`src/rtl/uart_alu_intf.sv`:
```
// Command sequencer between the UART RX/TX FIFOs and an 8-bit ALU: pops A, B, opcode; pushes result.
// Optional status byte after the result when UART_ALU_STATUS_EN is defined.
//
// state    | meaning
// GET_A    | wait for / pop operand A
// GET_B    | wait for / pop operand B
// GET_OP   | wait for / pop opcode byte
// EXEC     | compute and register result (and flags)
// SEND_RES | push result byte when TX not full
// SEND_ST  | push status byte when TX not full (status build only)

module uart_alu_intf #(
  parameter int DBIT  = 8,
  parameter int NB_OP = 6
) (
  input  logic            i_clk,
  input  logic            i_reset,
  input  logic            i_rx_empty,
  input  logic [DBIT-1:0] i_r_data,
  output logic            o_rd_uart,
  input  logic            i_tx_full,
  output logic            o_wr_uart,
  output logic [DBIT-1:0] o_w_data
);

  localparam logic [NB_OP-1:0] OP_ADD = NB_OP'(8'h20);
  localparam logic [NB_OP-1:0] OP_SUB = NB_OP'(8'h22);
  localparam logic [NB_OP-1:0] OP_AND = NB_OP'(8'h24);
  localparam logic [NB_OP-1:0] OP_OR  = NB_OP'(8'h25);
  localparam logic [NB_OP-1:0] OP_XOR = NB_OP'(8'h26);
  localparam logic [NB_OP-1:0] OP_NOR = NB_OP'(8'h27);
  localparam logic [NB_OP-1:0] OP_SRL = NB_OP'(8'h02);
  localparam logic [NB_OP-1:0] OP_SRA = NB_OP'(8'h03);
  localparam logic [DBIT-1:0]  SH_LIM = DBIT'(DBIT);

  typedef enum logic [2:0] {
    GET_A,
    GET_B,
    GET_OP,
    EXEC,
    SEND_RES
`ifdef UART_ALU_STATUS_EN
    , SEND_ST
`endif
  } state_t;

  state_t            state;
  logic [DBIT-1:0]   a_q;
  logic [DBIT-1:0]   b_q;
  logic [NB_OP-1:0]  op_q;
  logic [DBIT-1:0]   res_q;
  logic [DBIT-1:0]   alu_res;
  logic              rd_state;
  logic              wr_state;

`ifdef UART_ALU_STATUS_EN
  logic              carry_q;
  logic              zero_q;
  logic              inv_q;
  logic              alu_carry;
  logic              alu_inv;
  logic [DBIT-1:0]   status_byte;
`endif

  always_comb begin
    alu_res = '0;
`ifdef UART_ALU_STATUS_EN
    alu_carry = 1'b0;
    alu_inv   = 1'b0;
`endif
    case (op_q)
      OP_ADD: begin
`ifdef UART_ALU_STATUS_EN
        {alu_carry, alu_res} = {1'b0, a_q} + {1'b0, b_q};
`else
        alu_res = a_q + b_q;
`endif
      end
      OP_SUB: begin
        alu_res = a_q - b_q;
`ifdef UART_ALU_STATUS_EN
        alu_carry = (a_q < b_q);
`endif
      end
      OP_AND: alu_res = a_q & b_q;
      OP_OR:  alu_res = a_q | b_q;
      OP_XOR: alu_res = a_q ^ b_q;
      OP_NOR: alu_res = ~(a_q | b_q);
      // oversize shift amounts saturate explicitly rather than relying on operator semantics
      OP_SRL: alu_res = (b_q >= SH_LIM) ? '0 : (a_q >> b_q);
      OP_SRA: alu_res = (b_q >= SH_LIM) ? {DBIT{a_q[DBIT-1]}} : DBIT'($signed(a_q) >>> b_q);
      default: begin
        alu_res = '0;
`ifdef UART_ALU_STATUS_EN
        alu_inv = 1'b1;
`endif
      end
    endcase
  end

`ifdef UART_ALU_STATUS_EN
  always_comb begin
    status_byte    = '0;
    status_byte[0] = carry_q;
    status_byte[1] = zero_q;
    status_byte[DBIT-1] = inv_q;
  end
`endif

  always_ff @(posedge i_clk or negedge i_reset) begin
    if (!i_reset) begin
      state <= GET_A;
      a_q   <= '0;
      b_q   <= '0;
      op_q  <= '0;
      res_q <= '0;
`ifdef UART_ALU_STATUS_EN
      carry_q <= 1'b0;
      zero_q  <= 1'b0;
      inv_q   <= 1'b0;
`endif
    end else begin
      case (state)
        GET_A: begin
          if (!i_rx_empty) begin
            a_q   <= i_r_data;
            state <= GET_B;
          end
        end
        GET_B: begin
          if (!i_rx_empty) begin
            b_q   <= i_r_data;
            state <= GET_OP;
          end
        end
        GET_OP: begin
          if (!i_rx_empty) begin
            op_q  <= i_r_data[NB_OP-1:0];
            state <= EXEC;
          end
        end
        EXEC: begin
          res_q <= alu_res;
`ifdef UART_ALU_STATUS_EN
          carry_q <= alu_carry;
          zero_q  <= (alu_res == '0);
          inv_q   <= alu_inv;
`endif
          state <= SEND_RES;
        end
        SEND_RES: begin
          if (!i_tx_full) begin
`ifdef UART_ALU_STATUS_EN
            state <= SEND_ST;
`else
            state <= GET_A;
`endif
          end
        end
`ifdef UART_ALU_STATUS_EN
        SEND_ST: begin
          if (!i_tx_full) state <= GET_A;
        end
`endif
        default: state <= GET_A;
      endcase
    end
  end

  always_comb begin
    rd_state = (state == GET_A) || (state == GET_B) || (state == GET_OP);
`ifdef UART_ALU_STATUS_EN
    wr_state = (state == SEND_RES) || (state == SEND_ST);
`else
    wr_state = (state == SEND_RES);
`endif
  end

  // strobes are gated by reset directly so they drop the instant reset asserts
  assign o_rd_uart = i_reset && rd_state && !i_rx_empty;
  assign o_wr_uart = i_reset && wr_state && !i_tx_full;

`ifdef UART_ALU_STATUS_EN
  assign o_w_data = (state == SEND_ST) ? status_byte : res_q;
`else
  assign o_w_data = res_q;
`endif

endmodule

```
`config.mk`:
```
export PLATFORM = sky130hd
export DESIGN_NAME = uart_alu_intf
export DESIGN_NICKNAME = d
export VERILOG_FILES = /design/src/rtl/uart_alu_intf.sv
export SDC_FILE = /design/constraint.sdc
export NUM_CORES = 1
export LEC_CHECK = 0
export CORE_MARGIN = 1.5
export CORE_UTILIZATION = 50
export CTS_CLUSTER_DIAMETER = 100
export DETAILED_ROUTE_END_ITERATION = 7
export DONT_BUFFER_PORTS = 1
export GPL_TIMING_DRIVEN = 0
export PLACE_DENSITY = 0.79
export REMOVE_ABC_BUFFERS = 1
export SETUP_SLACK_MARGIN = 0.02
export SLEW_MARGIN = 20
export SYNTH_ARGS = -nofsm -noshare
export SYNTH_HDL_FRONTEND = slang
export SYNTH_SLANG_ARGS = --single-unit
```
`constraint.sdc`:
```
create_clock -name i_clk -period 2.9 [get_ports i_clk]
set_clock_uncertainty 0.05 [all_clocks]
set_input_delay 0.435 -clock i_clk [delete_from_list [all_inputs] [get_ports i_clk]]
set_output_delay 0.435 -clock i_clk [all_outputs]
set_load 0.03 [all_outputs]
```
## After elaboration in Yosys (flattened, before gate mapping)

Cells that the tools add are included.

- Multiplexer cells: 8
- Equal/unequal tests: 16
- Order comparisons: 1
- Reductions and logical operators: 13
- $add $sub $neg: 2
- Bitwise operators: 5
- Shifts and indexed selects: 2

Operators with widths:

| operator | count |
|---|---|
| 8-bit one-hot mux with 8 select lines | 1 |
| 6-bit == test, second input constant | 6 |
| 8-bit 2-to-1 mux | 2 |
| 3-bit one-hot mux with 5 select lines | 1 |
| 6-bit by 2-bit == test with 1-bit output, second input constant | 2 |
| 3-bit 2-to-1 mux | 4 |
| 8-bit adder | 1 |
| 8-bit AND | 1 |
| 8-bit by 4-bit greater-or-equal comparator with 1-bit output, second input constant | 1 |
| 2-bit inequality test, second input constant | 4 |
| 8-bit NOT | 1 |
| 8-bit OR | 1 |
| 8-bit by 8-bit >> shifter with 8-bit output | 1 |
| 8-bit by 8-bit >>> shifter with 8-bit output | 1 |
| 8-bit subtractor | 1 |
| 8-bit XOR | 1 |
| 3-bit by 2-bit == test with 1-bit output, second input constant | 2 |
| 2-bit AND reduction | 3 |
| 1-bit logical AND | 4 |
| 4-bit AND reduction | 1 |
| 3-bit by 1-bit == test with 1-bit output, second input constant | 1 |
| 3-bit == test, second input constant | 1 |
| 3-bit zero test | 1 |
| 1-bit zero test | 2 |
| other kinds (2) | 3 |

- Register bits after elaboration: 33
- Input bits: 12
- Logic and storage cells: 52
- Output and inout port bits: 10

## Depth between registers and ports, before layout

- Depth after elaboration: 5
- Depth in mapped cells: 12
- Gate-level depth less buffers: 10

## Least setup slack after synthesis

OpenSTA, ideal clock, no wires.

- Kind: reg2reg
- Start point: reg b_q[1]
- End point: reg res_q[3] (netlist: o_w_data[3])
- Buffers on the path: 2
- Arrival time: 2665 ps
- Data required time: 2722 ps
- Setup slack: 58 ps
- Library setup time: 128 ps
- Clock period less this slack: 2842 ps
- Stages on the path, launching flop included: 12
- Path through: dfrtp_1 buf_2 clkbuf_1 inv_1 ha_1 mux2i_1 ha_1 nor2b_1 o21a_1 or3_1 a311oi_1 a21oi_1

- Word-level cells in the longest chain between the ends: 3
- Elaborated cells on any way between the ends: 8
- Classes of those cells: add/sub (2); order compare (1); shift (2); mux (3)

RTL lines:

| what | line | text |
|---|---|---|
| start: declaration | 49 | `logic [DBIT-1:0] b_q;` |
| start signal: assignment | 132 | `b_q <= i_r_data;` |
| 8-bit by 4-bit greater-or-equal comparator with 1-bit output (tied with other cells) | 90, 91 |  |
| 8-bit 2-to-1 mux, on equally long branches | 91, 90 |  |
| 8-bit one-hot mux with 8 select lines (*) | 71 | `case (op_q)` |
| end signal: assignment | 143 | `res_q <= alu_res;` |
| end: declaration | 51 | `logic [DBIT-1:0] res_q;` |

Mark *: on every way between the ends. The rest lies on a longest branch, timed or not.
A chain may end at the register's enable or synchronous reset.

## Worst setup path after layout

- Start point: reg op_q[0]
- End point: reg res_q[3] (netlist: o_w_data[3])

- Word-level cells in the longest chain between the ends: 2
- Elaborated cells on any way between the ends: 9
- Classes of those cells: eq/ne (8); mux (1)

RTL lines:

| what | line | text |
|---|---|---|
| start: declaration | 50 | `logic [NB_OP-1:0] op_q;` |
| start signal: assignment | 138 | `op_q <= i_r_data[NB_OP-1:0];` |
| 6-bit by 2-bit == test with 1-bit output or 6-bit == test (tied branches) | 71 |  |
| 8-bit one-hot mux with 8 select lines (*) | 71 |  |

Marks and branches as above.

==> impl_metrics.csv <==
group,metric,value,unit
layout,finish.utilization,57.9,%
power,p_per_area,1340,nW/µm²
synth,yosys-top-cells-area,"dfrtp_1, ha_1, o21ai_0",
sta,relSlewSlack,39.1,%
sta,fin_crit_sh,96.4,%
layout,multiInputGateArea,1960,µm²
synth,synth_common_cells,"dfrtp_1, nand2_1, o21ai_0",
layout,design_area,3190,µm²
power,comb_power_share,65.5,%
drt,drtIter0Drc,375,
placement,placed_area,2910,µm²
floorplan,rows,27,
clock_network,cts.clk_slew.worst_paths,0.07,ns
floorplan,start_util,52.1,%
power,power.share.switching,50.9,%
sta,drv_slew,0,
drt,post_drt_wl_per_cell,20.0,µm
critical_path,critPathKind,"reg2reg",
critical_path,worstPathCellList,"nor4b_4 > nand2_2 > o31ai_1 > xnor2_1 > ha_2 > buf_4 > or3_1 > a311oi_2 > a21oi_1",
power,p_leak,1.34,nW
power,p_int,2.10,mW
synth,synth_edf_count,0,
global_routing,track_usage,27.5,%
placement,dp_hpwl,5570,µm
layout,drive_gt1_share,16.7,%
critical_path,required,3.03,ns
drt,ant_nets,0,
layout,syn_to_final_growth,11.1,%
floorplan,fp.dieH,78.7,µm
critical_path,cp_num_buf_inv,1,
clock_network,clockBufferDepth,2,
clock_network,cts_root_buffer,"clkbuf_8",
critical_path,critPathSlowestCell,"dfrtp_4",
synth,netlist_area,2870,µm²
synth,synth_top_cell_area_share,28.8,%
floorplan,die_w,78.7,µm
sta,setup_ws,0.104,ns
clock_network,clock_latency,0.30,ns
power,power_frac_seq,25.9,%
synth,yosysWarningCount,0,
placement,portBuffers,0,
critical_path,crit_family,"simple AND/OR/NAND/NOR gates",
run,max-cap-violations,0,
sta,worstMarginPinSlew,0.907,ns
critical_path,cp_max_fo,5,
power,clkPwrFrac,8.6,%
power,p_sw,2.18,mW
hold_path,hold_path_class,"in2reg",
drt,routed_wl,8180,µm
layout,fin_nets,373,
synth,syn_area_per_cell,8.66,µm²
drt,drc_errors,0,
sta,rsz0062_at_grt,"yes",
power,ir_drop,0.612,mV
clock_network,cts.sinks,33,
sta,finalHoldViolCount,0,
layout,antenna_cells,0,
clock_network,numCtsBuffers,5,
global_routing,overflow,0,
sta,fmax,358,MHz
synth,yosysSeqAreaShare,28.8,%
critical_path,arrival,2.92,ns
critical_path,cp-end-kind,"flop",
placement,place_congestion,1.02,
floorplan,fp.coreArea,5510,µm²
placement,dp_slack,-0.653,ns
outcome,run_status,"finished clean",
critical_path,critPathMaxStageDelay,0.50,ns
drt,num_vias,2709,
clock_network,h-tree-depth,2,
synth,synthCells,331,
global_routing,grt_pass1_vias,2574,
drt,drt-pass1-iter-count,5,
global_routing,grt_antenna_before_repair,0,
sta,finalSetupViolCount,0,
synth,ys_seq_elements,33,
critical_path,cp-start-kind,"flop",
clock_network,tritoncts,"yes",
critical_path,r2r_setup_slack,0.10,ns
global_routing,grt_pass1_wl,13000,µm
floorplan,dieArea,6200,µm²
global_routing,grt_start_max_net_pins,34,
synth,ys_async_sr_fraction,100,%
layout,regArea,836,µm²
synth,ys.flop_type,"dfrtp_1",
layout,fill_cells,476,
sta,period_needed,2.80,ns
drt,via_per_inst,6.64,
power,power,4.28,mW
floorplan,ios,22,
synth,synth.most_common_cell,"dfrtp_1",
synth,synth.distinct_cells,57,
synth,yosysTopAreaCell,"dfrtp_1",
==> cells by family after synthesis <==
logic type	count (synthesis)	share of synthesized area (%)
compound gates	96	22.4
buf+inv	37	5.02
flops	33	28.8
xor+xnor	9	2.75
simple gates	108	20.1
fa+ha+maj	25	11.2
mux	23	9.77
==> cell usage in the layout (no fill, tap or decap), types with 3 or more instances in the layout <==
| cell type | instances |
|---|---|
| nand3_1 | 8 |
| nand2_1 | 31 |
| nor2b_1 | 15 |
| a31oi_1 | 7 |
| nor4_1 | 3 |
| nand4_1 | 3 |
| mux4_2 | 3 |
| a211o_1 | 4 |
| ha_1 | 22 |
| a311o_1 | 3 |
| a211oi_1 | 4 |
| o21ai_0 | 22 |
| mux2_2 | 10 |
| nor2_1 | 15 |
| clkbuf_8 | 6 |
| o31ai_1 | 4 |
| buf_4 | 12 |
| o211ai_1 | 4 |
| inv_1 | 18 |
| nor3_1 | 10 |
| mux2i_1 | 9 |
| a21o_1 | 3 |
| a21oi_1 | 20 |
| dfrtp_1 | 29 |
| xnor2_1 | 7 |
==> routing by layer <==
| metal | share of wire [%] | global-route usage (%) | vias to the layer above |
|---|---|---|---|
| met2 | 46 | 44.1 | 146 |
| met4 | 2.6 | 11.1 | 0 |
| li1 | - | - | 1238 |
| met1 | 42 | 35.6 | 1301 |
| met5 | 0 | 0 | - |
| met3 | 9.2 | 6.55 | 24 |
==> cell type report <==
| type | count | share of cell area, % |
|---|---|---|
| multi-input cells | 261 | 61.6 |
| flip-flops and latches | 33 | 26.2 |
| repair buffers | 16 | 4.28 |
| well taps | 72 | 2.83 |
| clock buffers | 7 | 2.71 |
| inverters | 19 | 2.36 |
==> stage by stage <==
stage / TNS, ns / std cells / hold slack (ns)
after floorplan: 0 / 313 / 0.0894
after global placement: -2.30 / 385 / 0.0902
after detailed placement: -2.90 / 387 / 0.0901
after CTS: 0 / 404 / 0.179
after global routing: -0.0141 / 408 / 0.181
final: 0 / 408 / 0.179
==> worst paths after layout <==
check,from,endpoint,cells after the start
setup / recovery,op_q[0],o_w_data[3],9
hold / removal,i_rx_empty,state[0],1
setup reg to reg,op_q[0],o_w_data[3],9
hold reg to reg,state[2],state[1],1
max in group asynchronous,i_reset,op_q[0],2
min in group asynchronous,i_reset,o_w_data[2],2
==> flip-flops by register name (all words and copies together) (netlist names) <==
name and flops:
b_q 8, op_q 6, o_w_data 8, a_q 8, state 3
==> power groups by stage <==
stage | Combinational, mW | Sequential (mW) | Clock, mW
final | 2.80 | 1.11 | 0.368
after global routing | 3.07 | 1.14 | 0.385
after CTS | 2.57 | 1.09 | 0.372
after detailed placement | 2.23 | 1.25 | 0
after global placement | 2.14 | 1.23 | 0
after floorplan | 1.79 | 1.08 | 0
==> timing repair <==
| action | in CTS | in global routing |
|---|---|---|
| endpoints found under the hold margin | 33 | 0 |
| gates resized for setup | 10 | 12 |
| hold buffers | 2 | 0 |
| pin swaps | 1 | 6 |
| setup buffers | 8 | 4 |
| setup endpoints to repair | 7 | 3 |
Note: power is estimated with default switching activity, not from simulation.
